`config.mk`:
```
export PLATFORM = sky130hd
export DESIGN_NAME = fft_bitrev_reorder
export DESIGN_NICKNAME = d
export VERILOG_FILES = /design/src/rtl/fft_pkg.sv /design/src/rtl/fft_pingpong_bank.sv /design/src/rtl/fft_bitrev_reorder.sv
export SDC_FILE = /design/constraint.sdc
export NUM_CORES = 1
export LEC_CHECK = 0
export ABC_AREA = 0
export CORE_ASPECT_RATIO = 0.7
export CORE_MARGIN = 5
export CORE_UTILIZATION = 55
export DETAILED_ROUTE_END_ITERATION = 12
export PLACE_DENSITY = 0.7
export SKIP_LAST_GASP = 1
export SLEW_MARGIN = 20
export SYNTH_ARGS = -nofsm -noshare
export SYNTH_HDL_FRONTEND = slang
export SYNTH_HIERARCHICAL = 1
export SYNTH_SLANG_ARGS = --single-unit
```
`constraint.sdc`:
```
create_clock -name clk -period 4.3 [get_ports clk]
set_input_delay 0.645 -clock clk [delete_from_list [all_inputs] [get_ports clk]]
set_output_delay 0.645 -clock clk [all_outputs]
set_load 0.01 [all_outputs]
```
`src/rtl/fft_pkg.sv`:
```
// Shared types, defaults and helpers for the FFT output datapath.
package fft_pkg;

    localparam int unsigned FFT_DW      = 12;
    localparam int unsigned FFT_LOG2N   = 3;
    localparam int unsigned BITREV_MAXW = 10;

    // Complex butterfly sample as carried on the output bus.
    typedef struct packed {
        logic signed [FFT_DW-1:0] r;
        logic signed [FFT_DW-1:0] i;
    } sample_t;

    // Reverse the low log2n bits of k; bits above log2n come back as zero.
    function automatic logic [BITREV_MAXW-1:0] bitrev(input logic [BITREV_MAXW-1:0] k,
                                                      input int unsigned log2n);
        logic [BITREV_MAXW-1:0] r;
        r = '0;
        for (int unsigned b = 0; b < BITREV_MAXW; b++) begin
            if (b < log2n) begin
                r[4'(log2n - 1 - b)] = k[4'(b)];
            end
        end
        return r;
    endfunction

endpackage

```
`src/rtl/fft_pingpong_bank.sv`:
```
// Two-bank sample store: one synchronous write port, one asynchronous read
// port, both addressed as {bank, addr}. Contents are intentionally not reset.
module fft_pingpong_bank #(
    parameter int unsigned LOG2N = 3,
    parameter int unsigned SW    = 24
) (
    input  logic             clk,
    input  logic             we,
    input  logic             wbank,
    input  logic [LOG2N-1:0] waddr,
    input  logic [SW-1:0]    wdata,
    input  logic             rbank,
    input  logic [LOG2N-1:0] raddr,
    output logic [SW-1:0]    rdata
);

    localparam int unsigned DEPTH = 2 << LOG2N;

    logic [SW-1:0] mem [DEPTH];

    // Write port: one sample per accepted input.
    always_ff @(posedge clk) begin
        if (we) begin
            mem[{wbank, waddr}] <= wdata;
        end
    end

    assign rdata = mem[{rbank, raddr}];

endmodule

```
`src/rtl/fft_bitrev_reorder.sv`:
```
// Output reorder stage for the DIF FFT: takes samples in bit-reversed index
// order and emits them in natural order through a ping-pong bank pair.
// Optional framing check: define FFT_REORDER_FRAME_CHK_EN to add the in_last
// input and the sticky frame_err output.
module fft_bitrev_reorder
    import fft_pkg::*;
#(
    parameter int unsigned LOG2N = FFT_LOG2N,
    parameter int unsigned DW    = FFT_DW
) (
    input  logic                 clk,
    input  logic                 rst,
    input  logic                 in_valid,
    output logic                 in_ready,
    input  logic signed [DW-1:0] in_r,
    input  logic signed [DW-1:0] in_i,
    output logic                 out_valid,
    input  logic                 out_ready,
    output logic signed [DW-1:0] out_r,
    output logic signed [DW-1:0] out_i,
    output logic                 out_last
`ifdef FFT_REORDER_FRAME_CHK_EN
    ,
    input  logic                 in_last,
    output logic                 frame_err
`endif
);

    localparam int unsigned N    = 1 << LOG2N;
    localparam int unsigned SW   = 2 * DW;
    localparam logic [LOG2N-1:0] LAST = LOG2N'(N - 1);

    logic             wsel_q, wsel_d;
    logic             rsel_q, rsel_d;
    logic [LOG2N-1:0] wcnt_q, wcnt_d;
    logic [LOG2N-1:0] rcnt_q, rcnt_d;
    logic [1:0]       full_q, full_d;
    logic [1:0]       set_full, clr_full;
    logic             wr_fire, wr_wrap, rd_fire, rd_wrap;
    logic [LOG2N-1:0] raddr;
    logic [SW-1:0]    rdata;

    // Handshake and frame-boundary decode, all from registered state.
    assign in_ready  = ~full_q[wsel_q];
    assign out_valid = full_q[rsel_q];
    assign wr_fire   = in_valid & in_ready;
    assign wr_wrap   = wr_fire & (wcnt_q == LAST);
    assign rd_fire   = out_valid & out_ready;
    assign rd_wrap   = rd_fire & (rcnt_q == LAST);
    assign set_full  = {wr_wrap & wsel_q, wr_wrap & ~wsel_q};
    assign clr_full  = {rd_wrap & rsel_q, rd_wrap & ~rsel_q};

    // Natural-order read index maps to the bit-reversed storage slot.
    assign raddr    = LOG2N'(bitrev(BITREV_MAXW'(rcnt_q), LOG2N));
    assign out_r    = out_valid ? rdata[SW-1:DW] : '0;
    assign out_i    = out_valid ? rdata[DW-1:0]  : '0;
    assign out_last = out_valid & (rcnt_q == LAST);

    fft_pingpong_bank #(
        .LOG2N (LOG2N),
        .SW    (SW)
    ) u_bank (
        .clk   (clk),
        .we    (wr_fire),
        .wbank (wsel_q),
        .waddr (wcnt_q),
        .wdata ({in_r, in_i}),
        .rbank (rsel_q),
        .raddr (raddr),
        .rdata (rdata)
    );

    // Next-state for write/read pointers and per-bank full flags.
    always_comb begin
        wsel_d = wsel_q;
        wcnt_d = wcnt_q;
        rsel_d = rsel_q;
        rcnt_d = rcnt_q;
        full_d = (full_q | set_full) & ~clr_full;
        if (wr_fire) begin
            wcnt_d = wr_wrap ? '0 : wcnt_q + LOG2N'(1);
            wsel_d = wsel_q ^ wr_wrap;
        end
        if (rd_fire) begin
            rcnt_d = rd_wrap ? '0 : rcnt_q + LOG2N'(1);
            rsel_d = rsel_q ^ rd_wrap;
        end
    end

    // State register; reset discards partial and pending frames.
    always_ff @(posedge clk) begin
        if (rst) begin
            wsel_q <= 1'b0;
            rsel_q <= 1'b0;
            wcnt_q <= '0;
            rcnt_q <= '0;
            full_q <= '0;
        end else begin
            wsel_q <= wsel_d;
            rsel_q <= rsel_d;
            wcnt_q <= wcnt_d;
            rcnt_q <= rcnt_d;
            full_q <= full_d;
        end
    end

`ifdef FFT_REORDER_FRAME_CHK_EN
    logic frame_err_d;

    // Sticky flag: upstream end-of-frame marker disagrees with our own count.
    always_comb begin
        frame_err_d = frame_err;
        if (wr_fire && (in_last != (wcnt_q == LAST))) begin
            frame_err_d = 1'b1;
        end
    end

    // Framing error register.
    always_ff @(posedge clk) begin
        if (rst) begin
            frame_err <= 1'b0;
        end else begin
            frame_err <= frame_err_d;
        end
    end
`endif

    // A bank can only be written while empty and read while full, so its
    // full flag is never set and cleared in the same cycle.
    always @(posedge clk) begin
        if (!rst) begin
            assert (!(|(set_full & clr_full)));
        end
    end

endmodule

```
Yosys cells after proc, flatten, opt, wreduce, memory -nomap -nowiden
Memories as Yosys holds them, arrays and structs flattened. A register that Yosys moved wholly into a read port is not among the register bits.
Cells that the tools add are included.
Word-level totals
  flip-flop bits (word level): 10
  RAM bits: 384
  input bits: 28
  output and inout port bits: 27
  word-level logic and storage cells: 41
  memories kept: 1
Operators by class
  add/subtract/negate cells: 2
  magnitude comparators: 2
  equality and inequality tests: 2
  muxes and demuxes: 12
  bitwise operators: 17
Memory list
  u_bank.mem: words 16, width 24, rd ports 1, clocked after memory_dff 1, write ports 1, line fft_pingpong_bank.sv:19  | logic [SW-1:0] mem [DEPTH];
Operators with widths (number)
  $mux W12: 2
  $and A1 B1 Y1: 9
  $mux W4: 2
  $add A3 B1 Y3 const B: 2
  $eq A3 B3 Y1 const B: 2
  $mux W1: 6
  $mux W3: 2
  $lt A1 B2 Y1 const B: 2
  $not A1 Y1: 3
  $and A2 B2 Y2: 1
  $not A2 Y2: 1
  $or A2 B2 Y2: 1
  $xor A1 B1 Y1: 2

Logic depth before layout (Yosys ltp)
  depth after elaboration: 8
  gate-level depth with buffers: 7
  depth with buffers taken out: 6

Hierarchy
The synthesis kept the hierarchy.
By module, submodules not included
  fft_pingpong_bank: times used 1, cells an instance 612, area each 14450.1 sq um, sequential area each 11531.1 sq um
  fft_bitrev_reorder: times used 1, cells an instance 85, area each 688.2 sq um, sequential area each 200.2 sq um

Least setup slack after synthesis
OpenSTA, ideal clock, no wires.
  kind: register to register
  from: register wsel_q
  to: memory u_bank.mem[0][0] (enable)
  data arrival time: 3.439 ns
  required time: 3.865 ns
  path slack: 0.426 ns
  stages on the path, launching flop included: 5
  buffers on the path: 0
  path through: dfxtp_1 -> mux2i_1 -> and2_0 -> or3b_2 -> nor3_1
Between the ends
  longest elaborated chain between the ends: 6
RTL lines
  start, declared: line fft_bitrev_reorder.sv:33  | logic wsel_q, wsel_d;
  start signal, assigned: line fft_bitrev_reorder.sv:99  | wsel_q <= wsel_d;
  $mux W1 (implied by the code) (2 in a row): line fft_bitrev_reorder.sv:44  | assign in_ready = ~full_q[wsel_q];
  $not A1 Y1: line fft_bitrev_reorder.sv:44
  named net in_ready: line fft_bitrev_reorder.sv:14  | output logic in_ready,
  $and A1 B1 Y1: line fft_bitrev_reorder.sv:46  | assign wr_fire = in_valid & in_ready;
  named net wr_fire: line fft_bitrev_reorder.sv:39  | logic wr_fire, wr_wrap, rd_fire, rd_wrap;
  $mux W1: line fft_pingpong_bank.sv:23  | if (we) begin
  $mux W1 (implied by the code): line fft_pingpong_bank.sv:24  | mem[{wbank, waddr}] <= wdata;
  end, declared: line fft_pingpong_bank.sv:19
The timed path passes the listed nets, and every way through them passes these cells. The select of a mux whose other input is x is not followed.

Worst setup path after layout
  from: register rsel_q
  to: output out_r[1]
Between the ends
  longest elaborated chain between the ends: 3
RTL lines
  start, declared: line fft_bitrev_reorder.sv:34  | logic rsel_q, rsel_d;
  start signal, assigned: line fft_bitrev_reorder.sv:100  | rsel_q <= rsel_d;
  $mux W1 (implied by the code) (2 in a row): line fft_bitrev_reorder.sv:45  | assign out_valid = full_q[rsel_q];
  $mux W12: line fft_bitrev_reorder.sv:55  | assign out_r = out_valid ? rdata[SW-1:DW] : '0;
  end, declared: line fft_bitrev_reorder.sv:19  | output logic signed [DW-1:0] out_r,
No other way between the ends. The select of a mux whose other input is x is not followed.

==> flow_metrics.env <==
export IMPL_rsz0062_at_grt="false"
export IMPL_hpwl_um=16900
export IMPL_synth_area_per_cell_um2=21.7
export IMPL_async_reset_ff_share_pct=0
export IMPL_area_delta_synth_final_pct=14.6
export IMPL_synth_seq_cells=394
export IMPL_die_x_um=208
export IMPL_setup_worst_path_end_class="output port"
export IMPL_slew_headroom_pct=38.8
export IMPL_wl_um=32500
export IMPL_yosysMostFrequentCell="edfxtp_1"
export IMPL_io_pins=55
export IMPL_switching_share_pct=19.7
export IMPL_start_util_pct=56.3
export IMPL_cts_buffers=37
export IMPL_synth_common_cells="edfxtp_1 (384), mux4_2 (96), a22oi_1 (48), and2_1 (26), nand2_1 (25)"
export IMPL_path_clk_slew_ns=0.06
export IMPL_path_max_fanout=13
export IMPL_drive_gt1_share_pct=23.9
export IMPL_synthesis_yosys_warnings=6
export IMPL_syn_inst=697
export IMPL_period_share_pct=86.1
export IMPL_path_cells="and2_1 > buf_12 > a22oi_1 > nand2_1 > and2_1 > clkdlybuf4s50_1"
export IMPL_status="finished, final reports clean"
export IMPL_tightestPinTransition_ns=0.918
export IMPL_worstPathArrival_ns=3.06
export IMPL_synth_edf_count=384
export IMPL_syn_cell_area_um2=15100
export IMPL_critPathSlowestCell="and2_1"
export IMPL_crit_path_frequent_cell="and2_1"
export IMPL_report_power_total_mw=7.45
export IMPL_cts_setup_buffers=0
export IMPL_portBuffers=54
export IMPL_syn_nets=732
export IMPL_ys_seq_area_share_pct=77.5
export IMPL_comb_power_share_pct=2.4
export IMPL_synth_largest_area_cell="edfxtp_1"
export IMPL_p_per_area_nw_per_um2=429
export IMPL_synth_cell_type_count=31
export IMPL_cts_hold_buf=0
export IMPL_synth_simple_area_share_pct=3.25
export IMPL_antenna_found_initial=1
export IMPL_cts_resized=0
export IMPL_overflow=0
export IMPL_layout_nets=814
export IMPL_skew_ns=0.00906
export IMPL_intPower_mw=5.98
export IMPL_cts_tree="yes"
export IMPL_seqPwrFrac_pct=57.5
export IMPL_drtPass1Iterations=5
export IMPL_dr_total_vias=7212
export IMPL_place_congestion=0.741
export IMPL_worstPathRequired_ns=3.65
export IMPL_synth_compound_area_share_pct=2.88
export IMPL_path_buf_inv=2
export IMPL_path_delay_family="simple AND/OR/NAND/NOR gates"
export IMPL_p_sw_mw=1.47
export IMPL_cts_root_buf="clkbuf_16"
export IMPL_vias_per_cell=6.17
export IMPL_fin_cells=1169
export IMPL_finalHoldViolations=0
export IMPL_place_inst=1104
export IMPL_max_freq_ghz=0.270
export IMPL_drv_cap=0
export IMPL_finalMaxSlewViolations=0
export IMPL_grt_max_degree=45
export IMPL_setup_viol=0
export IMPL_postRouteAntennaNets=0
export IMPL_synth_area_mux_share_pct=14.4
export IMPL_synthAdderAreaFrac_pct=0.579
export IMPL_grt_pass1_vias=7677
export IMPL_start_kind="flip-flop"
export IMPL_synth_ff_type="edfxtp_1"
export IMPL_r2r_slack_ns=1.36
export IMPL_cellLeakagePower_nw=5.33
export IMPL_tns_ns=0
export IMPL_post_route_min_period_ns=3.70
export IMPL_drc=0
export IMPL_synth_area_leaders="edfxtp_1 (76%), mux4_2 (14%), a22oi_1 (2.4%), dfxtp_1 (1.3%), and2_1 (1.1%)"
export IMPL_critPathMaxStageDelay_ns=0.79
export IMPL_core_area_um2=26900
export IMPL_synth_xor_area_share_pct=0
export IMPL_critPathKind="flip-flop to output port"
export IMPL_num_antenna_cells=0
export IMPL_clock_path_buffers=3
export IMPL_track_usage_pct=21.7
export IMPL_rows=50
export IMPL_hold_class="flip-flop to flip-flop"
export IMPL_dieArea_um2=31000
export IMPL_synth_top_family_by_area="multiplexers"
export IMPL_drt_iter0_markers=669
export IMPL_insertion_delay_ns=0.53
export IMPL_yosys_area_top_type_share_pct=76.2
export IMPL_numClockSinks=394
export IMPL_die_y_um=149
export IMPL_grt_pass1_wl_um=49400
export IMPL_pwr_share_clk_pct=40.1
export IMPL_irDropWorstVdd_v=0.000347
export IMPL_avgRoutedWirePerCell_um=27.8
export IMPL_htreeDepth=2
-- registers in the layout, indices dropped and copies added (netlist names) --
| signal | count |
|---|---|
| wcnt_q | 3 |
| rcnt_q | 3 |
| u_bank/mem | 384 |
| rsel_q | 1 |
| wsel_q | 1 |
| full_q | 2 |
-- final timing paths --
kind              from  depth (start not counted)                end
max             rsel_q                          6           out_r[1]
min reg2reg  full_q[0]                          2          full_q[0]
max reg2reg     wsel_q                          5  u_bank/mem[0][10]
min          full_q[0]                          2          full_q[0]
-- power by group through the flow --
stage	logic (mW)	clock network [mW]	registers [mW]
after floorplan	0.0705	0	4.36
after global placement	0.169	0	4.36
after detailed placement	0.178	0	4.36
after CTS	0.179	3.05	4.28
after global routing	0.194	3.23	4.28
final	0.178	2.99	4.28
-- cell families (layout without fill, tap and decap cells) --
family          after synthesis  in the layout
simple gates                 95             95
fa+ha+maj                     7              7
compound gates               62             62
flops                       394            394
mux                          98             98
buf+inv                      41            149
-- area by class of cell --
class,count,area (um2)
Tap cell,364,455
Clock buffer,44,952
Multi-Input combinational cell,262,3260
Timing Repair Buffer,80,786
Inverter,4,15.0
Fill cell,1813,9560
Clock inverter,21,140
Sequential cell,394,11700
-- layout by cell type (no fill, tap or decap), types with 3 or more instances in the layout --
cell type	instances
buf_12	4
nor2_1	3
ha_1	7
clkdlybuf4s50_1	54
inv_1	3
clkinv_1	12
clkbuf_16	37
nand2b_1	5
nor3_2	4
dfxtp_1	8
clkinv_2	4
nor2_2	13
a22oi_1	48
o21ai_0	7
buf_4	22
a21oi_1	5
nand2_1	25
clkbuf_1	7
and2_1	26
nand3_1	4
edfxtp_1	384
mux4_2	96
-- tightest hold or removal path: cells and delay by family, from the launching register on --
kind	cells	cell delay [ns]
flops	1	0.35
simple gates	2	0.17
-- metal layers --
layer	track usage [%]	wire length (um)	part of all wire, %	up-vias
li1	-	-	-	3082
met1	32.1	13900	43	3835
met2	34.3	15600	48	250
met3	4.48	2410	7.4	43
met4	4.79	479	1.5	2
met5	0	13	0.040	-
-- stage by stage --
stage / setup slack [ns] / hold WS (ns) / utilization [%] / instance area (um2)
after CTS: 0.598 / 0.559 / 64.5 / 17300
after floorplan: 0.426 / 0.466 / - / 15100
after global placement: 1.17 / 0.525 / 60.4 / 16300
final: 0.596 / 0.562 / 64.5 / 17300
after detailed placement: 1.17 / 0.534 / 60.4 / 16300
after global routing: 0.451 / 0.583 / 64.5 / 17300
Note: power is estimated with default switching activity, not from simulation.
